[config.mk]
export PLATFORM = sky130hd
export DESIGN_NAME = issue_tile_scheduler
export DESIGN_NICKNAME = d
export VERILOG_FILES = /design/src/rtl/issue_tile_scheduler.sv
export SDC_FILE = /design/constraint.sdc
export NUM_CORES = 1
export LEC_CHECK = 0
export BUFFER_PORTS_ARGS = -buffer_cell sky130_fd_sc_hd__buf_2
export CORE_ASPECT_RATIO = 1.75
export CORE_MARGIN = 3
export CORE_UTILIZATION = 40
export DETAILED_ROUTE_END_ITERATION = 10
export PLACE_DENSITY = 0.65
export SETUP_SLACK_MARGIN = 0.2
export SLEW_MARGIN = 20
export SYNTH_ARGS = -nofsm -noshare
export SYNTH_HDL_FRONTEND = slang
export SYNTH_SLANG_ARGS = --single-unit
[constraint.sdc]
create_clock -name clk -period 3.5 [get_ports clk]
set_clock_uncertainty 0.05 [all_clocks]
set_input_delay 0.35 -clock clk [delete_from_list [all_inputs] [get_ports clk]]
set_output_delay 0.35 -clock clk [all_outputs]
set_load 0.1 [all_outputs]
[src/rtl/issue_tile_scheduler.sv]
// rtl/issue_tile_scheduler.sv - walks a padded plane in alloc_len-pixel raster chunks, re-arming one issue unit per chunk
module issue_tile_scheduler #(
  parameter int ISSUE_RST_CYCLES = 2
) (
  input  logic        clk,
  input  logic        rst,
  input  logic        start,
  input  logic [7:0]  image_dim,
  input  logic [1:0]  image_padding,
  input  logic [11:0] alloc_len,
  output logic        busy,
  output logic        cfg_err,
  output logic        chunk_done,
  output logic        all_done,
  output logic [15:0] chunk_idx,
  output logic        issue_rst,
  output logic [7:0]  issue_x_min,
  output logic [7:0]  issue_x_max,
  output logic [7:0]  issue_x_start,
  output logic [7:0]  issue_x_end,
  output logic [7:0]  issue_y_min,
  output logic [7:0]  issue_y_max,
  input  logic        issue_done,
  output logic        issue_block,
  input  logic        sink_ready
);

  typedef enum logic [2:0] {
    S_IDLE,
    S_LOAD,
    S_NORM,
    S_ARM,
    S_RUN,
    S_ADV,
    S_FIN
  } state_t;

  localparam int ARM_W = (ISSUE_RST_CYCLES > 1) ? $clog2(ISSUE_RST_CYCLES) : 1;
  localparam logic [ARM_W-1:0] ARM_LAST = ARM_W'(ISSUE_RST_CYCLES - 1);

  state_t            state;
  logic [8:0]        p;
  logic [7:0]        pm1;
  logic [11:0]       alen;
  logic [7:0]        cur_x;
  logic [7:0]        cur_y;
  logic [12:0]       end_x;
  logic [7:0]        end_y;
  logic [ARM_W-1:0]  arm_cnt;

  logic [8:0]        p_req;
  logic              wrap_hit;
  logic              clamp_hit;
  logic [7:0]        fin_x;
  logic [7:0]        fin_y;
  logic [8:0]        next_x;

  // P-1 taken modulo 256 so that P=256 still yields 255
  assign pm1       = p[7:0] - 8'd1;
  assign p_req     = {1'b0, image_dim} + {6'b0, image_padding, 1'b0};
  assign wrap_hit  = (end_x >= {4'b0, p});
  assign clamp_hit = wrap_hit && (({1'b0, end_y} + 9'd1) >= p);
  assign fin_x     = clamp_hit ? pm1 : end_x[7:0];
  assign fin_y     = clamp_hit ? pm1 : end_y;
  assign next_x    = {1'b0, end_x[7:0]} + 9'd1;

  assign issue_x_min = 8'd0;
  // back-pressure must reach the issue unit in the same cycle
  assign issue_block = (state != S_RUN) || !sink_ready;

  always_ff @(posedge clk) begin
    if (rst) begin
      state         <= S_IDLE;
      p             <= 9'd0;
      alen          <= 12'd1;
      cur_x         <= 8'd0;
      cur_y         <= 8'd0;
      end_x         <= 13'd0;
      end_y         <= 8'd0;
      arm_cnt       <= '0;
      busy          <= 1'b0;
      cfg_err       <= 1'b0;
      chunk_done    <= 1'b0;
      all_done      <= 1'b0;
      chunk_idx     <= 16'd0;
      issue_rst     <= 1'b1;
      issue_x_max   <= 8'd0;
      issue_x_start <= 8'd0;
      issue_x_end   <= 8'd0;
      issue_y_min   <= 8'd0;
      issue_y_max   <= 8'd0;
    end else begin
      cfg_err    <= 1'b0;
      chunk_done <= 1'b0;
      all_done   <= 1'b0;
      case (state)
        S_IDLE: begin
          if (start) begin
            if (p_req > 9'd256) begin
              cfg_err <= 1'b1;
            end else begin
              p         <= p_req;
              alen      <= (alloc_len == 12'd0) ? 12'd1 : alloc_len;
              cur_x     <= 8'd0;
              cur_y     <= 8'd0;
              chunk_idx <= 16'd0;
              busy      <= 1'b1;
              state     <= S_LOAD;
            end
          end
        end
        S_LOAD: begin
          end_x <= {5'b0, cur_x} + {1'b0, alen} - 13'd1;
          end_y <= cur_y;
          state <= S_NORM;
        end
        S_NORM: begin
          // one row wrap per cycle; running past the last row clamps to the final pixel
          if (clamp_hit || !wrap_hit) begin
            end_x         <= {5'b0, fin_x};
            end_y         <= fin_y;
            issue_x_start <= cur_x;
            issue_x_end   <= fin_x;
            issue_y_min   <= cur_y;
            issue_y_max   <= fin_y;
            issue_x_max   <= (fin_y == cur_y) ? fin_x : pm1;
            arm_cnt       <= '0;
            state         <= S_ARM;
          end else begin
            end_x <= end_x - {4'b0, p};
            end_y <= end_y + 8'd1;
          end
        end
        S_ARM: begin
          if (arm_cnt == ARM_LAST) begin
            issue_rst <= 1'b0;
            state     <= S_RUN;
          end else begin
            arm_cnt <= arm_cnt + ARM_W'(1);
          end
        end
        S_RUN: begin
          if (issue_done) begin
            chunk_done <= 1'b1;
            issue_rst  <= 1'b1;
            state      <= ((end_x[7:0] == pm1) && (end_y == pm1)) ? S_FIN : S_ADV;
          end
        end
        S_ADV: begin
          if (next_x == p) begin
            cur_x <= 8'd0;
            cur_y <= end_y + 8'd1;
          end else begin
            cur_x <= next_x[7:0];
            cur_y <= end_y;
          end
          chunk_idx <= chunk_idx + 16'd1;
          state     <= S_LOAD;
        end
        S_FIN: begin
          all_done <= 1'b1;
          busy     <= 1'b0;
          state    <= S_IDLE;
        end
        default: state <= S_IDLE;
      endcase
    end
  end

endmodule

==> run_results.csv <==
group,metric,value,unit
yosys,ys_seq_area_share,31.3,%
yosys,synth_top_area_share,31.3,%
drt,ant_nets,0,
critical_path,r2r_slack,0.25,ns
yosys,synthTopCellsByArea,"dfxtp_1 31%, ha_1 7.0%, xnor2_1 5.2%, a21oi_1 5.2%, nand2_1 5.2%",
critical_path,cp.depth,16,
sta,fmax,308,MHz
sta,worst_pin_slew,0.935,ns
critical_path,cp_top_family,"compound AO/OA/AOI/OAI gates",
critical_path,timing.rr.start,"end_y[2]",
yosys,synthCells,1018,
global_route,grt_pass1_wl,40400,µm
sta,slew_violations,0,
sta,fin_crit_sh,92.9,%
min_path,hp-class,"in -> reg",
drt,finalWirelength,27200,µm
job,cap_violations,0,
sta,rsz0062_at_grt,"no",
drt,drtIter0Drc,432,
critical_path,required,3.79,ns
power,power.density,1060,mW/mm²
cts,root_buffer,"clkbuf_16",
yosys,synth_common_cells,"123 x dfxtp_1, 108 x nand2_1, 102 x nor2_1, 82 x a21oi_1, 69 x inv_1",
cts,cts_tree,"yes",
yosys,syn_area_per_cell,7.73,µm²
die,ios,97,
global_route,grt.busiest_layer,"met2",
cts,clk_path_buf_depth,2,
cts,cts_inserted_buffers,17,
critical_path,crit_buf_inv,4,
critical_path,crit_top_cell,"buf_4",
cells_and_area,multiInputGateArea,0.00506,mm²
power,power,10.5,mW
cells_and_area,register_area,0.00247,mm²
cts,clock_sinks,123,
outcome,outcome,"finished clean",
placed_design,hpwl,20300,µm
critical_path,cp.arrival,3.54,ns
cts,clk_pin_slew,0.06,ns
drt,viasPerCell,5.65,
cells_and_area,n_fill_cell,1885,
drt,routedWlPerCell,19.5,µm
die,core_area,0.0192,mm²
yosys,synth-seq-cells,123,
power,ir_drop,0.730,mV
yosys,yosys_warnings,0,
placed_design,portBuffers,88,
critical_path,start_kind,"register",
global_route,grt-ovfl-total,0,
drt,vias,7897,
cells_and_area,nNetsFinal,1218,
critical_path,crit_path_cell_trace,"and3_4 -> and3_4 -> buf_4 -> xor2_2 -> ha_1 -> a22oi_2 -> and2_4 -> o211a_4 -> nor2_4 -> buf_4 -> buf_4 -> clkbuf_16 -> nand3_1 -> o21ai_0 -> mux2_4 -> a211oi_1",
yosys,synth_area,0.00787,mm²
yosys,synth.most_common_cell,"dfxtp_1",
sta,fin_tns_setup,0,ns
global_route,grt.met3_usage,4.18,%
critical_path,path_max_fanout,11,
global_route,use_met1,25.0,%
global_route,grt_max_degree,45,
yosys,synth_edf_count,0,
critical_path,slowest_delay,0.33,ns
sta,slew_headroom,37.7,%
power,leakage,4.11,nW
yosys,synth_flop_cell,"dfxtp_1",
cts,ctsHoldBuffers,0,
sta,finalSetupViolations,0,
critical_path,crit_path_top_delay_cell,"dfxtp_2",
cells_and_area,drive_above_1_share,22.9,%
placed_design,place.gp.congestion,0.958,
global_route,antenna_found_initial,0,
global_route,grt_pass1_vias,7407,
global_route,track_usage,24.2,%
yosys,synthArstFlopShare,0,%
global_route,grt_use_met2,43.5,%
cts,htree_levels,4,
drt,drcViolationCount,0,
min_path,min_from,"alloc_len[8]",
cells_and_area,syn2layout_area_growth,26.0,%
sta,min_period,3.25,ns
critical_path,crit_type,"reg -> reg",
critical_path,r2r_cells,16,
sta,hold_viol,0,
critical_path,critPathLaunch,"end_y[2]",
die,dieWidth,112,µm
yosys,synthDistinctLibCells,69,
min_path,hold_depth,3,
cells_and_area,diodes,0,
die,rows,67,
die,initial_utilization,41.0,%
die,dieArea,0.0215,mm²
critical_path,endpoint_kind,"register",
yosys,yosysTopAreaCell,"dfxtp_1",
cts,clock_latency,0.44,ns
drt,drtPass1Iterations,5,
die,die_h,192,µm
==> timing repair <==
| action | in CTS | in global routing |
|---|---|---|
| pin swaps | 0 | 21 |
| setup endpoints to repair | 8 | 51 |
| buffers inserted | 0 | 12 |
| gates cloned | 0 | 4 |
| resized for setup | 3 | 43 |
==> area by class of cell <==
cell class / count / area share (%)
Multi-Input combinational cell: 756 / 51.1
Clock buffer: 20 / 4.51
Timing Repair Buffer: 177 / 12.7
Clock inverter: 12 / 1.15
Inverter: 69 / 2.61
Tap cell: 241 / 3.04
Sequential cell: 123 / 24.9
==> report_power, final <==
group / internal (mW) / total, mW / switching [mW]
clock network: 1.00 / 1.72 / 0.715
registers: 1.63 / 1.82 / 0.195
logic: 2.81 / 7.01 / 4.20
==> final timing paths <==
path	end
min reg2reg	issue_y_max[2]
max reg2reg	issue_x_max[6]
min	alen[8]
max	issue_x_max[6]
==> per-stage QoR <==
step                      worst slack [ns]  utilization [%]  instances  hold slack, ns  area (µm²)
final                                0.249             51.6       1398           0.110        9910
after global routing                 0.114             51.6       1398           0.128        9910
after CTS                            0.200             49.7       1382           0.109        9540
after detailed placement             0.186             46.6       1350           0.392        8950
after global placement               0.224             46.6       1350           0.387        8950
after floorplan                      0.205                -       1025           0.382        7930
==> cells in the final DEF, fill, tap and decap left out, drive strengths merged, types with 4 or more instances in the layout <==
cell type / instances
buf: 173
a22o: 7
mux2i: 21
nand2b: 7
nand3: 25
inv: 72
and2: 9
nor2b: 9
a211oi: 22
a22oi: 11
clkbuf: 24
o21a: 6
and3: 18
a311oi: 4
xor2: 19
nor3: 26
a31oi: 7
nand2: 109
or3: 17
nand4: 6
o21ai: 55
o221ai: 7
mux2: 5
nor4: 8
ha: 44
conb: 8
a21oi: 82
nor2: 102
o211ai: 13
xnor2: 49
a21o: 7
or2: 4
clkinv: 7
dfxtp: 123
a221oi: 4
==> state kept, by name (all words and copies together) (netlist names), 3 cells and up <==
| register | count |
|---|---|
| end_y | 8 |
| end_x | 13 |
| cur_y | 8 |
| chunk_idx | 16 |
| issue_y_max | 8 |
| p | 9 |
| issue_x_max | 8 |
| issue_y_min | 8 |
| alen | 12 |
| issue_x_start | 8 |
| issue_x_end | 8 |
| cur_x | 8 |
| state | 3 |
==> worst register-to-register path: stages (launching register included) <==
cell       delay (ns)
dfxtp_2          0.33
and3_4           0.18
and3_4           0.18
buf_4            0.14
xor2_2           0.14
ha_1             0.33
a22oi_2          0.22
and2_4           0.18
o211a_4          0.18
nor2_4           0.06
buf_4            0.13
buf_4            0.13
clkbuf_16        0.16
nand3_1          0.09
o21ai_0          0.14
mux2_4           0.28
a211oi_1         0.24
==> layer usage <==
metal  routed length, µm  vias to the layer above
met3                1340                      119
met2               14000                      310
li1                    -                     3793
met5                   0                        -
met4                2190                        0
met1                9650                     3675
==> kinds of logic after synthesis <==
kind of cell | count (synthesis) | synth area share (%)
fa+ha+maj | 47 | 7.76
xor+xnor | 69 | 8.05
flops | 123 | 31.3
mux | 26 | 3.39
compound gates | 255 | 20.8
other cells | 1 | 0.0477
buf+inv | 146 | 7.52
simple gates | 351 | 21.1
(Power assumes the default switching activity.)
